==> config.mk <==
export PLATFORM = sky130hd
export DESIGN_NAME = rgb_sequence_controller
export DESIGN_NICKNAME = d
export VERILOG_FILES = /design/src/rtl/rgb_seq_pkg.sv /design/src/rtl/rgb_tick_gen.sv /design/src/rtl/rgb_sequence_controller.sv
export SDC_FILE = /design/constraint.sdc
export NUM_CORES = 1
export LEC_CHECK = 0
export CAP_MARGIN = 20
export CORE_MARGIN = 2
export CORE_UTILIZATION = 38
export CTS_BUF_LIST = sky130_fd_sc_hd__clkbuf_16
export DETAILED_ROUTE_END_ITERATION = 10
export HOLD_SLACK_MARGIN = 0.08
export MAX_ROUTING_LAYER = met4
export RECOVER_POWER = 25
export SYNTH_ARGS = -nofsm -noshare
export SYNTH_HDL_FRONTEND = slang
export SYNTH_SLANG_ARGS = --single-unit
==> constraint.sdc <==
create_clock -name clk -period 9.95 [get_ports clk]
set_input_delay 0.995 -clock clk [delete_from_list [all_inputs] [get_ports clk]]
set_output_delay 0.995 -clock clk [all_outputs]
set_load 0.01 [all_outputs]
==> src/rtl/rgb_seq_pkg.sv <==
// Shared types, palette and index sequencing for the RGB sequence controller.
package rgb_seq_pkg;

  typedef enum logic [1:0] {
    MODE_FREEZE = 2'b00,
    MODE_JUMP   = 2'b01,
    MODE_FADE   = 2'b10,
    MODE_MANUAL = 2'b11
  } mode_e;

  typedef enum logic [1:0] {
    S_IDLE,
    S_HOLD,
    S_FADE
  } state_e;

  typedef struct packed {
    logic [7:0] r;
    logic [7:0] g;
    logic [7:0] b;
  } rgb_t;

  function automatic rgb_t palette(input logic [2:0] idx);
    case (idx)
      3'd1:    palette = 24'hFF0000;  // red
      3'd2:    palette = 24'hFF6100;  // orange
      3'd3:    palette = 24'hFFFF00;  // yellow
      3'd4:    palette = 24'h00FF00;  // green
      3'd5:    palette = 24'h0000FF;  // blue
      3'd6:    palette = 24'h082E54;  // pinying
      3'd7:    palette = 24'hA020F0;  // purple
      default: palette = 24'h000000;  // off
    endcase
  endfunction

  // Index 0 (off) is never re-entered: 7 wraps back to 1.
  function automatic logic [2:0] next_index(input logic [2:0] idx);
    next_index = (idx == 3'd7) ? 3'd1 : idx + 3'd1;
  endfunction

endpackage

==> src/rtl/rgb_tick_gen.sv <==
// Prescaler producing a one-cycle tick every TICK_DIV enabled clocks; holds its phase while disabled.
module rgb_tick_gen #(
  parameter int TICK_DIV = 195313
) (
  input  logic clk,
  input  logic rst,
  input  logic en,
  output logic tick
);

  localparam int CW = $clog2(TICK_DIV);
  localparam logic [CW-1:0] LAST = CW'(TICK_DIV - 1);

  logic [CW-1:0] cnt_q, cnt_d;

  // NOTE: combinational blocks assign every output a default first so no latch is inferred.
  always_comb begin
    cnt_d = cnt_q;
    if (en) cnt_d = (cnt_q == LAST) ? '0 : cnt_q + CW'(1);
  end

  assign tick = en && (cnt_q == LAST);

  // NOTE: sequential state uses non-blocking assignments only.
  always_ff @(posedge clk or posedge rst) begin
    if (rst) cnt_q <= '0;
    else     cnt_q <= cnt_d;
  end

endmodule

==> src/rtl/rgb_sequence_controller.sv <==
// Steps or fades the R/G/B duty words through the fixed palette; mode from sw, manual advance on step.
module rgb_sequence_controller
  import rgb_seq_pkg::*;
#(
  parameter int TICK_DIV   = 195313,
  parameter int HOLD_TICKS = 256
) (
  input  logic       clk,
  input  logic       rst,
  input  logic [1:0] sw,
  input  logic       step,
  output logic [7:0] R_time_out,
  output logic [7:0] G_time_out,
  output logic [7:0] B_time_out,
  output logic [2:0] color_idx,
  output logic       fading
);

  localparam int HW = $clog2(HOLD_TICKS + 1);
  localparam logic [HW-1:0] HOLD_LAST = HW'(HOLD_TICKS - 1);

  mode_e         mode;
  logic          tick, step_q, step_edge;
  state_e        state_q, state_d;
  logic [2:0]    idx_q, idx_d;
  rgb_t          rgb_q, rgb_d, target, stepped;
  logic [HW-1:0] hold_q, hold_d;
  logic          fading_q, fading_d;

  assign mode      = mode_e'(sw);
  assign step_edge = step & ~step_q & (mode == MODE_MANUAL);

  rgb_tick_gen #(.TICK_DIV(TICK_DIV)) u_tick_gen (
    .clk (clk),
    .rst (rst),
    .en  (mode != MODE_FREEZE),
    .tick(tick)
  );

  // Each channel moves one count toward its target per fade tick.
  always_comb begin
    target    = palette(idx_q);
    stepped.r = (rgb_q.r < target.r) ? rgb_q.r + 8'd1 :
                (rgb_q.r > target.r) ? rgb_q.r - 8'd1 : rgb_q.r;
    stepped.g = (rgb_q.g < target.g) ? rgb_q.g + 8'd1 :
                (rgb_q.g > target.g) ? rgb_q.g - 8'd1 : rgb_q.g;
    stepped.b = (rgb_q.b < target.b) ? rgb_q.b + 8'd1 :
                (rgb_q.b > target.b) ? rgb_q.b - 8'd1 : rgb_q.b;
  end

  always_comb begin
    state_d = state_q;
    idx_d   = idx_q;
    rgb_d   = rgb_q;
    hold_d  = hold_q;
    if (mode != MODE_FREEZE) begin
      case (state_q)
        S_IDLE: begin
          if ((mode == MODE_JUMP && tick) || step_edge) begin
            idx_d   = 3'd1;
            rgb_d   = palette(3'd1);
            state_d = S_HOLD;
          end else if (mode == MODE_FADE && tick) begin
            idx_d   = 3'd1;
            state_d = S_FADE;
          end
        end
        S_HOLD: begin
          if (mode == MODE_MANUAL) begin
            if (step_edge) begin
              idx_d  = next_index(idx_q);
              rgb_d  = palette(next_index(idx_q));
              hold_d = '0;
            end
          end else if (tick) begin
            if (hold_q == HOLD_LAST) begin
              hold_d = '0;
              idx_d  = next_index(idx_q);
              if (mode == MODE_JUMP) rgb_d = palette(next_index(idx_q));
              else                   state_d = S_FADE;
            end else begin
              hold_d = hold_q + HW'(1);
            end
          end
        end
        S_FADE: begin
          // Leaving fade mode mid-ramp snaps straight to the target colour.
          if (mode != MODE_FADE) begin
            rgb_d   = target;
            hold_d  = '0;
            state_d = S_HOLD;
          end else if (rgb_q == target) begin
            hold_d  = '0;
            state_d = S_HOLD;
          end else if (tick) begin
            rgb_d = stepped;
            if (stepped == target) begin
              hold_d  = '0;
              state_d = S_HOLD;
            end
          end
        end
        default: state_d = S_IDLE;
      endcase
    end
    fading_d = (state_d == S_FADE);
  end

  always_ff @(posedge clk or posedge rst) begin
    if (rst) begin
      state_q  <= S_IDLE;
      idx_q    <= '0;
      rgb_q    <= '0;
      hold_q   <= '0;
      fading_q <= 1'b0;
      step_q   <= 1'b0;
    end else begin
      state_q  <= state_d;
      idx_q    <= idx_d;
      rgb_q    <= rgb_d;
      hold_q   <= hold_d;
      fading_q <= fading_d;
      step_q   <= step;
    end
  end

  assign R_time_out = rgb_q.r;
  assign G_time_out = rgb_q.g;
  assign B_time_out = rgb_q.b;
  assign color_idx  = idx_q;
  assign fading     = fading_q;

endmodule

# Word-level counts from Yosys, hierarchy flattened
# Index checks and enable logic that the tools add are counted.
[classes]
n_addsub = 9
magnitude_cmp = 6
n_eq_ne = 35
n_mux = 48
bitwise_logic = 3
reduce_logical = 12
[op_table]
columns = ["op", "n"]
rows = [
  ["one-hot mux 24 bit (7 select lines)", 2],
  ["2-to-1 mux 24 bit", 9],
  ["2-to-1 mux 9 bit", 8],
  ["one-hot mux 24 bit (3 select lines)", 1],
  ["equality test 24 bit", 2],
  ["2-to-1 mux 8 bit", 6],
  ["adder 8 x 1 -> 8 bit (second input constant)", 3],
  ["equality test 3 bit (second input constant)", 8],
  ["greater-than comparator 8 bit", 3],
  ["less-than comparator 8 bit", 3],
  ["subtractor 8 x 1 -> 8 bit (second input constant)", 3],
  ["2-to-1 mux 2 bit", 11],
  ["2-to-1 mux 3 bit", 7],
  ["inequality test 3 bit (second input constant)", 7],
  ["adder 18 x 1 -> 18 bit (second input constant)", 1],
  ["equality test 18 bit (second input constant)", 1],
  ["2-to-1 mux 18 bit", 1],
  ["one-hot mux 9 bit (2 select lines)", 1],
  ["equality test 3 x 2 -> 1 bit (second input constant)", 4],
  ["AND reduction 6 bit", 2],
  ["adder 9 x 1 -> 9 bit (second input constant)", 1],
  ["equality test 9 x 8 -> 1 bit (second input constant)", 1],
  ["AND reduction 9 bit", 1],
  ["equality test 2 bit (second input constant)", 4],
  ["other kinds (14)", 23],
]
[totals]
regBits = 58
output_inout_bits = 28
word_cells = 122

# Longest topological paths before layout
[depth]
word_depth = 13
mapped_depth = 20
mapped_depth_nobuf = 20

# Modules after synthesis
# From an unflattened synthesis, not the netlist that was laid out.
[unflattened]
hier_cells = 683
hier_area_um2 = 5452.7
[modules_own_cells]
columns = ["mod", "instances", "cells_each", "area_each_um2", "seq_area_each_um2"]
rows = [
  ["rgb_sequence_controller", 1, 587, 4520.6, 1001.0],
  ["rgb_tick_gen", 1, 96, 932.1, 450.4],
]

# Worst setup path after synthesis
# Ideal clock, no wire load.
[synth_path]
kind = "flip-flop to flip-flop"
startpoint = "register idx_q[0] (netlist: color_idx[0])"
endpoint = "register hold_q[8]"
arrival_ps = 4351
required_ps = 9831
slack_ps = 5481
stages_incl_launch_ff = 17
path_buffers = 1
path_cell_list = "dfrtp_1 -> ha_1 -> ha_1 -> buf_2 -> or4_1 -> a31o_2 -> inv_1 -> ha_1 -> a21o_1 -> nor2_2 -> mux2i_1 -> xor2_1 -> or4_1 -> a221o_1 -> nor3_4 -> o21ai_4 -> o21a_1"
[synth_via]
elab_chain_len = 8
word_cells_on_any_way = 28
[synth_rtl]
columns = ["item", "line", "source"]
rows = [
  ["from (decl)", "rgb_sequence_controller.sv:25", "logic [2:0] idx_q, idx_d;"],
  ["from (signal assigned)", "rgb_sequence_controller.sv:119", "idx_q <= idx_d;"],
  ["equality test 3 bit (tied with other cells)", "rgb_seq_pkg.sv:24", "case (idx)"],
  ["one-hot mux 24 bit (7 select lines) *", "rgb_seq_pkg.sv:24", ""],
  ["greater-than comparator 8 bit, on equally long branches", "rgb_sequence_controller.sv:48, rgb_sequence_controller.sv:44, rgb_sequence_controller.sv:46", ""],
  ["2-to-1 mux 8 bit, on equally long branches", "rgb_sequence_controller.sv:48, rgb_sequence_controller.sv:44, rgb_sequence_controller.sv:46", ""],
  ["2-to-1 mux 8 bit, on equally long branches", "rgb_sequence_controller.sv:47, rgb_sequence_controller.sv:43, rgb_sequence_controller.sv:45", ""],
  ["equality test 24 bit", "rgb_sequence_controller.sv:97", "if (stepped == target) begin"],
  ["inequality test 4 bit (no source line)", "-", ""],
  ["AND reduction 6 bit (no source line)", "-", ""],
  ["to (signal assigned)", "rgb_sequence_controller.sv:121", "hold_q <= hold_d;"],
  ["to (decl)", "rgb_sequence_controller.sv:27", "logic [HW-1:0] hold_q, hold_d;"],
]
# Every way passes the cells marked *; elsewhere a longest branch is shown, timed or not.
# A chain may end at the register's enable or synchronous reset.

# Worst setup path after layout
[layout_path]
startpoint = "register idx_q[0] (netlist: color_idx[0])"
endpoint = "register hold_q[1]"
# Same word-level chain as after synthesis.

==> results.rst <==
.. list-table::
   :header-rows: 1

   * - Metric
     - Value
   * - Status
     - complete, but fails checks
   * - Violations in the final reports
     - max-capacitance violations, max-slew violations
   * - Routed wirelength normalized by instance count
     - 17.4 µm
   * - Deepest clock path buffer count
     - 2
   * - Crit. End Element
     - flop
   * - Share of synthesized area occupied by flip-flops and latches
     - 0.262
   * - Total power per unit cell area
     - 370 mW/mm²
   * - Leakage component of the power
     - 2.78 nW
   * - Maximum clock skew at final layout
     - 0.00881 ns
   * - Max-cap violations
     - 1
   * - Clock Sink Count
     - 58
   * - Mapped Avg Cell Area
     - 7.73 µm²
   * - Power after layout
     - about 0.0023 W
   * - I/O Pins
     - 33
   * - Setup TNS after final layout
     - 0 ns
   * - Max-slew violation count
     - 59
   * - Length in cells of the worst reg-to-reg path
     - 17
   * - Combined global-route utilization of all metal layers
     - 0.215
   * - Achievable frequency
     - approximately 0.19 GHz
   * - DPL Wire Length
     - 11600 µm
   * - GR Layer Usage met1
     - 0.275
   * - DR iter-0 viols
     - 340
   * - Die Ht
     - 125 µm
   * - Net count reported at finish
     - between 700 and 800
   * - # diodes
     - 0
   * - Pin count of the biggest net entering global routing
     - 59
   * - Min Clock Period, post-route
     - 5.17 ns
   * - Crit-path max FO
     - 12
   * - Rows
     - 44
   * - Pre-Repair DR Iteration Count
     - 7
   * - Layout cells sized above 1
     - 0.0432
   * - Most used flip-flop cell after synthesis
     - dfrtp_1
   * - Post-synthesis sequential element count
     - 58
   * - Initial Utilization
     - 0.386
   * - Synth warn
     - 0
   * - Clk Tree Root Cell
     - clkbuf_16
   * - Detailed-route wire length
     - around 16000 µm
   * - Share of the clock period used by the worst path
     - 0.520
   * - Clock tree from TritonCTS
     - done
   * - Relative slew slack
     - -1.20
   * - Clk_lat worst skew
     - 0.35 ns
   * - Detail Route Antenna Nets
     - 0
   * - Via density per instance
     - 5.82
   * - Synthesized area
     - 0.00554 mm²
   * - Worst Setup Start Kind
     - flop
   * - Net count after synthesis
     - 772
   * - Die area
     - 0.0156 mm²
   * - Global routing usage on met2
     - 0.337
   * - Total number of H-tree levels
     - 3
   * - Fraction of registers with async set/reset
     - 1.00
   * - Most congested layer reported by global routing
     - met2
   * - Number of enable flip-flop cells after synthesis
     - 0
   * - Number of buffers added to fix hold violations after cts
     - 0
   * - Count of final setup violators
     - 0
   * - Final count of hold timing violations
     - 0
   * - Via count of the first global-routing pass
     - between 5000 and 6000
   * - Setup repair after global routing missed its margin
     - false
   * - Worst-case vdd ir drop
     - 117 µV
   * - Cells on Worst Hold Path
     - 1
   * - Total congestion overflow after global routing
     - 0
   * - First-pass GRT wire length
     - roughly 26000 µm
   * - Core region area
     - 0.0144 mm²
   * - Post-Synthesis Cells
     - a little over 700
   * - Clock input transition at the sequential cells of the worst setup and hold paths
     - 0.05 ns
   * - Layout-stage area growth over the synthesis result
     - 14.1%
   * - Number of buffers created by CTS
     - 9
   * - Hold WC Path Type
     - flop to flop
   * - GR Layer Usage met3
     - 0.0378
   * - Data required time at the worst endpoint
     - 10.18 ns
   * - Setup Fix Bufs, Post-CTS
     - 0
   * - PnR worst setup slack
     - 4.78 ns
   * - Setup slack after placement
     - 4.79 ns
   * - Crit path kind
     - flop to flop
   * - Die Span X
     - roughly 120 µm
   * - Number of vias in the routed layout
     - ~5400
   * - Slew @ Worst Pin
     - 3.31 ns
   * - Number of design rule violations left after detail routing
     - 0
   * - CTS-repair resized insts
     - 0
   * - Data arrival at the endpoint of the critical path
     - between 5 and 6 ns
   * - Gpl congestion
     - 0.930
   * - Cell variety after synth
     - between 60 and 70
   * - Number of I/O port buffers
     - 32
   * - Antenna violations before repair
     - 0
[flip-flops by register name (all words and copies together) (netlist names)]
signal / cells
step_q: 1
G_time_out: 8
fading: 1
R_time_out: 8
u_tick_gen.cnt_q: 18
color_idx: 3
B_time_out: 8
hold_q: 9
state_q: 2
[logic make-up after synthesis]
family | Yosys count | share of synthesized area
AND/OR/NAND/NOR | 294 | 0.262
AO/OA/AOI/OAI | 200 | 0.226
buffers and inverters | 59 | 0.0409
flip-flops | 58 | 0.262
adder cells (fa/ha/maj) | 50 | 0.113
XOR/XNOR | 38 | 0.0628
multiplexers | 18 | 0.0334
[stage by stage]
step	cell area, µm²	cells	hold slack (ns)	utilization
3_3_place_gp	6000	908	0.461	0.418
5_1_grt	6320	925	0.511	0.440
2_1_floorplan	5540	717	0.451	-
6_report	6320	925	0.486	0.440
3_5_place_dp	6000	908	0.473	0.418
4_1_cts	6310	924	0.485	0.439
[cell type report]
class	count	area [µm²]
timing repair buffer	36	350
clock inverter	7	85.1
tap	184	230
fill	1407	8050
clock buffer	9	225
sequential	58	1450
inverter	31	116
multi-input combinational	600	3860
[cells in the mapped netlist (all sizes together), types with 3 or more instances]
cell type	number	area, µm²
o21a	4	30.0
xor2	21	184
o31ai	4	30.0
nand3b	3	22.5
mux2	4	45.0
nand3	36	180
o22ai	9	56.3
nor3	29	156
o2bb2ai	6	52.6
clkbuf	23	86.3
o21ai	67	347
buf	5	23.8
xnor2	16	140
a221oi	3	26.3
and3	10	62.6
o211ai	5	37.5
nand4	13	81.3
nand2	89	334
a21oi	55	279
or4	6	45.0
mux2i	14	140
inv	31	116
a211oi	4	30.0
nor2	57	233
nor2b	5	31.3
nor4	11	68.8
ha	50	626
nand2b	5	31.3
or3	16	100
nor3b	3	22.5
dfrtp	58	1450
and2	3	18.8
a21o	11	82.6
a31oi	4	25.0
[per-layer routing]
metal / share of wire / vias up
li1: - / 2649
met1: 0.45 / 2546
met2: 0.47 / 151
met3: 0.053 / 36
met4: 0.027 / 0
met5: 0 / -
[placed cells by master (no fill, tap or decap), types with 10 or more instances in the layout]
cell,n
a21oi_1,54
ha_1,50
or3_1,16
and3_1,10
nand4_1,13
mux2i_1,14
a21o_1,11
dfrtp_1,58
nand2_1,89
nand3_1,36
xor2_1,21
nor4_1,11
nor2_1,55
inv_1,31
o21ai_0,61
xnor2_1,16
clkdlybuf4s50_1,30
nor3_1,28
[power breakdown]
| group | total [W] | switching, W | internal (W) |
|---|---|---|---|
| clock | 0.000335 | 0.000119 | 0.000216 |
| sequential | 0.000396 | 0.000111 | 0.000284 |
| combinational | 0.00161 | 0.000939 | 0.000669 |
[path summary, 6_finish.rpt]
| kind | start | slack, ns | to |
|---|---|---|---|
| worst max-delay path | color_idx[0] | 4.78 | hold_q[1] |
| worst min-delay path | hold_q[8] | 0.49 | hold_q[8] |
| worst max register to register | color_idx[0] | 4.78 | hold_q[1] |
| worst min register to register | hold_q[8] | 0.49 | hold_q[8] |
| max in group asynchronous | rst | 5.72 | R_time_out[4] |
| min in group asynchronous | rst | 2.37 | B_time_out[5] |
[critical path: stages (launching register included)]
cell and delay [ns]:
dfrtp_1 0.46, inv_1 0.14, ha_1 0.35, o21ba_4 0.30, or3_1 0.40, inv_1 0.21, ha_1 0.20, nand3_1 0.14
nor2_1 0.17, a21oi_1 0.10, o21ai_1 0.70, mux2i_1 0.30, xnor2_1 0.11, or4_1 0.53, mux2_2 0.30, nor3_4 0.31
o21ai_4 0.13, a21o_1 0.19
Power figures use the tool's default switching activity.
